[src/rtl/cmos_cfg_seq.sv]
// Camera bring-up sequencer: times sensor pwdn/cam_reset release, then writes each
// register-table entry over a byte-level I2C master, with optional read-back verify and retry.
module cmos_cfg_seq #(
    parameter int unsigned ADDR_W     = 16,
    parameter int unsigned REG_NUM    = 256,
    parameter logic [6:0]  DEV_ADDR   = 7'h3C,
    parameter int unsigned PWDN_CYC   = 100000,
    parameter int unsigned RST_CYC    = 100000,
    parameter int unsigned SETTLE_CYC = 1000000,
    parameter int unsigned MAX_RETRY  = 3,
    parameter int unsigned VERIFY     = 0,
    localparam int unsigned IDX_W     = (REG_NUM > 1) ? $clog2(REG_NUM) : 1
) (
    input  logic                clk,
    input  logic                rst,
    input  logic                cfg_start,
    output logic [IDX_W-1:0]    tbl_idx,
    input  logic [ADDR_W+7:0]   tbl_data,
    output logic                req,
    output logic [3:0]          cmd,
    output logic [7:0]          dout,
    input  logic [7:0]          din,
    input  logic                done,
    input  logic                slave_ack,
    output logic                pwdn,
    output logic                cam_reset,
    output logic                cfg_busy,
    output logic                cfg_done,
    output logic                cfg_err,
    output logic [IDX_W-1:0]    err_idx
);

    localparam int unsigned T_PWDN   = (PWDN_CYC > 0) ? PWDN_CYC - 1 : 0;
    localparam int unsigned T_RST    = (RST_CYC > 0) ? RST_CYC - 1 : 0;
    localparam int unsigned T_SETTLE = (SETTLE_CYC > 0) ? SETTLE_CYC - 1 : 0;
    localparam int unsigned T_MAX_A  = (T_PWDN > T_RST) ? T_PWDN : T_RST;
    localparam int unsigned T_MAX    = (T_MAX_A > T_SETTLE) ? T_MAX_A : T_SETTLE;
    localparam int unsigned TMR_W    = (T_MAX > 0) ? $clog2(T_MAX + 1) : 1;
    localparam int unsigned RTY_W    = (MAX_RETRY > 0) ? $clog2(MAX_RETRY + 1) : 1;

    localparam logic [3:0] C_START = 4'b0001;
    localparam logic [3:0] C_WRITE = 4'b0010;
    localparam logic [3:0] C_READ  = 4'b0100;
    localparam logic [3:0] C_STOP  = 4'b1000;

    typedef enum logic [4:0] {
        S_PWDN, S_RSTW, S_SETTLE, S_LOAD,
        S_W_DEV, S_W_AH, S_W_AL, S_W_DAT,
        S_R_DEV, S_R_AH, S_R_AL, S_R_RS, S_R_DAT,
        S_ABORT, S_FAIL, S_NEXT, S_DONE, S_ERR
    } state_t;

    state_t             r_state,     w_state_nxt;
    logic [TMR_W-1:0]   r_timer,     w_timer_nxt;
    logic [RTY_W-1:0]   r_retry,     w_retry_nxt;
    logic [15:0]        r_addr,      w_addr_nxt;
    logic [7:0]         r_data,      w_data_nxt;
    logic [IDX_W-1:0]   r_tbl_idx,   w_tbl_idx_nxt;
    logic               r_req,       w_req_nxt;
    logic [3:0]         r_cmd,       w_cmd_nxt;
    logic [7:0]         r_dout,      w_dout_nxt;
    logic               r_pwdn,      w_pwdn_nxt;
    logic               r_cam_reset, w_cam_reset_nxt;
    logic               r_busy,      w_busy_nxt;
    logic               r_done,      w_done_nxt;
    logic               r_err,       w_err_nxt;
    logic [IDX_W-1:0]   r_err_idx,   w_err_idx_nxt;

    // State and output registers; reset wins over everything, including an outstanding byte.
    always_ff @(posedge clk) begin
        if (rst) begin
            r_state     <= S_PWDN;
            r_timer     <= '0;
            r_retry     <= '0;
            r_addr      <= '0;
            r_data      <= '0;
            r_tbl_idx   <= '0;
            r_req       <= 1'b0;
            r_cmd       <= '0;
            r_dout      <= '0;
            r_pwdn      <= 1'b1;
            r_cam_reset <= 1'b0;
            r_busy      <= 1'b1;
            r_done      <= 1'b0;
            r_err       <= 1'b0;
            r_err_idx   <= '0;
        end else begin
            r_state     <= w_state_nxt;
            r_timer     <= w_timer_nxt;
            r_retry     <= w_retry_nxt;
            r_addr      <= w_addr_nxt;
            r_data      <= w_data_nxt;
            r_tbl_idx   <= w_tbl_idx_nxt;
            r_req       <= w_req_nxt;
            r_cmd       <= w_cmd_nxt;
            r_dout      <= w_dout_nxt;
            r_pwdn      <= w_pwdn_nxt;
            r_cam_reset <= w_cam_reset_nxt;
            r_busy      <= w_busy_nxt;
            r_done      <= w_done_nxt;
            r_err       <= w_err_nxt;
            r_err_idx   <= w_err_idx_nxt;
        end
    end

    always_comb begin
        w_state_nxt     = r_state;
        w_timer_nxt     = '0;
        w_retry_nxt     = r_retry;
        w_addr_nxt      = r_addr;
        w_data_nxt      = r_data;
        w_tbl_idx_nxt   = r_tbl_idx;
        w_req_nxt       = 1'b0;
        w_cmd_nxt       = r_cmd;
        w_dout_nxt      = r_dout;
        w_pwdn_nxt      = r_pwdn;
        w_cam_reset_nxt = r_cam_reset;
        w_busy_nxt      = r_busy;
        w_done_nxt      = r_done;
        w_err_nxt       = r_err;
        w_err_idx_nxt   = r_err_idx;

        case (r_state)
            S_PWDN: begin
                if (r_timer == TMR_W'(T_PWDN)) begin
                    w_state_nxt = S_RSTW;
                    w_pwdn_nxt  = 1'b0;
                end else begin
                    w_timer_nxt = r_timer + TMR_W'(1);
                end
            end
            S_RSTW: begin
                if (r_timer == TMR_W'(T_RST)) begin
                    w_state_nxt     = S_SETTLE;
                    w_cam_reset_nxt = 1'b1;
                end else begin
                    w_timer_nxt = r_timer + TMR_W'(1);
                end
            end
            S_SETTLE: begin
                if (r_timer == TMR_W'(T_SETTLE)) w_state_nxt = S_LOAD;
                else                             w_timer_nxt = r_timer + TMR_W'(1);
            end
            // First cycle lets the table ROM catch up with tbl_idx; second cycle latches it.
            S_LOAD: begin
                if (r_timer == '0) begin
                    w_timer_nxt = TMR_W'(1);
                end else begin
                    w_addr_nxt  = 16'(tbl_data[ADDR_W+7:8]);
                    w_data_nxt  = tbl_data[7:0];
                    w_state_nxt = S_W_DEV;
                end
            end
            S_W_DEV: if (done) w_state_nxt = !slave_ack ? S_ABORT : ((ADDR_W == 16) ? S_W_AH : S_W_AL);
            S_W_AH:  if (done) w_state_nxt = slave_ack ? S_W_AL : S_ABORT;
            S_W_AL:  if (done) w_state_nxt = slave_ack ? S_W_DAT : S_ABORT;
            // The data byte already carries STOP, so a NACK here skips the abort byte.
            S_W_DAT: if (done) w_state_nxt = !slave_ack ? S_FAIL : ((VERIFY != 0) ? S_R_DEV : S_NEXT);
            S_R_DEV: if (done) w_state_nxt = !slave_ack ? S_ABORT : ((ADDR_W == 16) ? S_R_AH : S_R_AL);
            S_R_AH:  if (done) w_state_nxt = slave_ack ? S_R_AL : S_ABORT;
            S_R_AL:  if (done) w_state_nxt = slave_ack ? S_R_RS : S_ABORT;
            S_R_RS:  if (done) w_state_nxt = slave_ack ? S_R_DAT : S_ABORT;
            S_R_DAT: if (done) w_state_nxt = (din == r_data) ? S_NEXT : S_FAIL;
            S_ABORT: if (done) w_state_nxt = S_FAIL;
            S_FAIL: begin
                if (r_retry < RTY_W'(MAX_RETRY)) begin
                    w_retry_nxt = r_retry + RTY_W'(1);
                    w_state_nxt = S_W_DEV;
                end else begin
                    w_err_nxt     = 1'b1;
                    w_err_idx_nxt = r_tbl_idx;
                    w_busy_nxt    = 1'b0;
                    w_state_nxt   = S_ERR;
                end
            end
            S_NEXT: begin
                w_retry_nxt = '0;
                if (r_tbl_idx == IDX_W'(REG_NUM - 1)) begin
                    w_done_nxt  = 1'b1;
                    w_busy_nxt  = 1'b0;
                    w_state_nxt = S_DONE;
                end else begin
                    w_tbl_idx_nxt = r_tbl_idx + IDX_W'(1);
                    w_state_nxt   = S_LOAD;
                end
            end
            S_DONE, S_ERR: begin
                if (cfg_start) begin
                    w_done_nxt    = 1'b0;
                    w_err_nxt     = 1'b0;
                    w_err_idx_nxt = '0;
                    w_retry_nxt   = '0;
                    w_tbl_idx_nxt = '0;
                    w_busy_nxt    = 1'b1;
                    w_state_nxt   = S_LOAD;
                end
            end
            default: w_state_nxt = S_PWDN;
        endcase

        // Each byte state fires its single request on entry, so req can never repeat before done.
        if (w_state_nxt != r_state) begin
            case (w_state_nxt)
                S_W_DEV, S_R_DEV: begin w_req_nxt = 1'b1; w_cmd_nxt = C_START | C_WRITE; w_dout_nxt = {DEV_ADDR, 1'b0}; end
                S_W_AH,  S_R_AH:  begin w_req_nxt = 1'b1; w_cmd_nxt = C_WRITE;           w_dout_nxt = r_addr[15:8];     end
                S_W_AL,  S_R_AL:  begin w_req_nxt = 1'b1; w_cmd_nxt = C_WRITE;           w_dout_nxt = r_addr[7:0];      end
                S_W_DAT:          begin w_req_nxt = 1'b1; w_cmd_nxt = C_WRITE | C_STOP;  w_dout_nxt = r_data;           end
                S_R_RS:           begin w_req_nxt = 1'b1; w_cmd_nxt = C_START | C_WRITE; w_dout_nxt = {DEV_ADDR, 1'b1}; end
                S_R_DAT:          begin w_req_nxt = 1'b1; w_cmd_nxt = C_READ | C_STOP;   w_dout_nxt = 8'h00;            end
                S_ABORT:          begin w_req_nxt = 1'b1; w_cmd_nxt = C_STOP;            w_dout_nxt = 8'h00;            end
                default: ;
            endcase
        end
    end

    assign tbl_idx   = r_tbl_idx;
    assign req       = r_req;
    assign cmd       = r_cmd;
    assign dout      = r_dout;
    assign pwdn      = r_pwdn;
    assign cam_reset = r_cam_reset;
    assign cfg_busy  = r_busy;
    assign cfg_done  = r_done;
    assign cfg_err   = r_err;
    assign err_idx   = r_err_idx;

endmodule
[config.mk]
export PLATFORM = sky130hd
export DESIGN_NAME = cmos_cfg_seq
export DESIGN_NICKNAME = d
export VERILOG_FILES = /design/src/rtl/cmos_cfg_seq.sv
export SDC_FILE = /design/constraint.sdc
export NUM_CORES = 1
export LEC_CHECK = 0
export ABC_CLOCK_PERIOD_IN_PS = 3600
export CORE_MARGIN = 5
export CORE_UTILIZATION = 33
export CTS_BUF_LIST = sky130_fd_sc_hd__clkbuf_4 sky130_fd_sc_hd__clkbuf_8
export DETAILED_ROUTE_END_ITERATION = 7
export PLACE_DENSITY_LB_ADDON = 0.25
export SYNTH_ARGS = -nofsm -noshare
export SYNTH_HDL_FRONTEND = slang
export SYNTH_SLANG_ARGS = --single-unit
[constraint.sdc]
create_clock -name clk -period 3.6 [get_ports clk]
set_clock_uncertainty 0.15 [all_clocks]
set_input_delay 0.72 -clock clk [delete_from_list [all_inputs] [get_ports clk]]
set_output_delay 0.72 -clock clk [all_outputs]
set_load 0.02 [all_outputs]
==> flow_summary.toml <==
[run_status]
status = "complete, no violations"

[power_and_ir_drop]
peakVddDrop_v = 0.0001857
leakagePower_uw = 0.001807
p_per_area_mw_per_mm2 = 336.4

[critical_path]
worstPathRequired_ns = 3.71
start_kind = "register"
critPathKind = "reg -> reg"
cp-end-kind = "register"
crit_fanout = 23
cp.arrival_ns = 3.45
reg2reg_slack_ns = 0.26

[synthesis]
ys_seq_elements = 85
ys_types = 74
syn-cell-area_sq_mm = 0.004302
synth_cells = 480
avgSynthCellArea_sq_um = 8.962
synth_edf_count = 0
syn_nets = 521
synth.largest_area_cell = "dfxtp_1"
ys.flop_type = "dfxtp_1"
synthTopCellsByArea = "dfxtp_1 (40%), nor2_1 (7.4%), mux2i_1 (5.8%)"
async_flop_share_pct = 0
yosysWarnings = 0
yosysSeqAreaShare_pct = 39.56
synth.top_cell.area_share_pct = 39.56

[grt]
use_met1_pct = 19.20
grt-busiest-layer = "met2"
gr-usage-met3_pct = 3.906
grt_pass1_vias = 3618
grt_max_degree = 55
antenna_found_initial = 0
grt.total_usage_pct = 14.99
grtUsageMet2_pct = 24.29
grt_overflow = 0
grt_pass1_wl_mm = 18.22

[clock_network]
cts_tree = "yes"
numCtsBuffers = 9
insertion_delay_ns = 0.36
cts.sinks = 85
clockBufferDepth = 2
cts_hold_buf = 0
path_clk_slew_ns = 0.08
htreeDepth = 3
clock-root-buffer = "clkbuf_8"

[route]
drtIter0Drc = 267
drc = 0
vias_per_cell = 5.244
routed_wl_mm = 11.32
wl_per_cell_microns = 15.72
vias = 3776
drtAntennaViolNets = 0
firstDrtPassIters = 6

[final_layout]
layout_common_cells = "nor2_1 (85), dfxtp_1 (84), clkdlybuf4s50_1 (69)"
drive_gt1_share_pct = 10.77
layout_commonest_cell = "nor2_1"
layout.cells.non_filler = 720
antennaDiodeCount = 0
final_nets = 584
stdcell_area_sq_mm = 0.005379
area_growth_pct = 25.04

[die]
die_y_microns = 124.2
core-area_sq_mm = 0.01272
die_w_microns = 124.2
die-area_sq_mm = 0.01542
start_util_pct = 33.81
core.rowCount = 41
io_pins = 71

[timing]
setup_violations = 0
slew_headroom_pct = 46.90
fin_crit_ns = 3.339
hold_violations = 0
rsz0062_at_grt = "no"
slew_viol_final = 0
worst_pin_slew_ns = 0.7955
fin_crit_sh_pct = 92.76
fmax_ghz = 0.2995

[place]
placed_cells = 704
port_buffers = 70
place.gp.congestion = 0.8273
dp_hpwl_mm = 8.415
dpl_cell_area_sq_mm = 0.005149

[min_path]
hp-class = "reg -> reg"

[job]
drv_cap = 0
[report_power, final]
group,internal [uW],total (uW),switching (uW)
logic,48.9,87.7,38.8
registers,942,946,3.58
clock network,435,776,341
[state kept, by name (all words and copies together) (netlist names), 2 cells and up]
signal / flops
r_timer: 20
r_addr: 16
dout: 8
err_idx: 8
r_data: 8
tbl_idx: 8
r_state: 5
cmd: 4
r_retry: 2
[critical path, stage by stage, from the launching register on]
cell and delay, ns:
dfxtp_1 0.84, mux2_2 0.41, o2bb2ai_1 0.15, a2111oi_4 0.49, nand3_2 0.24, nor3_2 0.48, a222oi_1 0.18, o32ai_1 0.28
[Yosys cell counts, types with 7 or more instances]
cell and number:
o21ai_0 7, nand4_1 11, a222oi_1 7, dfxtp_1 85, mux2i_1 25, clkbuf_1 14
xor2_1 14, inv_1 14, nand3_1 12, nor3_1 13, a21oi_1 12, nand2_1 29
xnor2_1 17, nor2_1 85, a22oi_1 13
[metrics by stage]
stage	hold slack [ns]	setup slack (ns)	total power [uW]	utilization (%)	TNS [ns]
final	0.3143	0.2606	1809	42.28	0
after global placement	0.3077	0.1076	1056	40.47	0
after global routing	0.3512	0.01337	1883	42.28	0
after floorplan	0.3033	0.6971	1003	-	0
after CTS	0.3229	0.2665	1833	42.27	0
after detailed placement	0.3098	-0.01444	1057	40.47	-0.01444
[per-layer routing]
layer / wire length, microns / part of all wire (%) / vias to the layer above
li1: - / - / 1866
met1: 5048 / 45 / 1787
met2: 5427 / 48 / 108
met3: 681 / 6.0 / 15
met4: 157 / 1.4 / 0
met5: 0 / 0 / -
[area by class of cell]
class                      count  area, sq um
timing repair buffer          77        748.2
multi-input combinational    356         2431
clock buffer                  13        160.2
sequential                    85         1703
tap                          172        215.2
inverter                      14        52.55
clock inverter                 3        68.82
fill                        1319         7343
[worst paths after layout]
kind,to,startpoint,cells after the start
setup / recovery,dout[2]$_SDFFE_PP0P_,r_state[3]$_SDFF_PP0_,7
hold / removal,cmd[2]$_SDFFE_PP0P_,cmd[2]$_SDFFE_PP0P_,2
setup reg to reg,dout[2]$_SDFFE_PP0P_,r_state[3]$_SDFF_PP0_,7
hold reg to reg,cmd[2]$_SDFFE_PP0P_,cmd[2]$_SDFFE_PP0P_,2
[logic make-up (layout without fill, tap and decap cells)]
group / Yosys count / count (layout) / synth area share (%)
simple gates: 206 / 206 / 26.03
mux: 27 / 27 / 6.341
flops: 85 / 85 / 39.56
compound gates: 88 / 88 / 16.67
xor+xnor: 31 / 31 / 6.312
buf+inv: 39 / 107 / 3.927
fa+ha+maj: 4 / 4 / 1.164
[what timing repair did]
action	4_1_cts	5_1_grt
setup endpoints to repair	0	1
gates resized for setup	0	1
setup buffers	0	0
hold endpoints to repair	0	0
(Power assumes the default switching activity.)
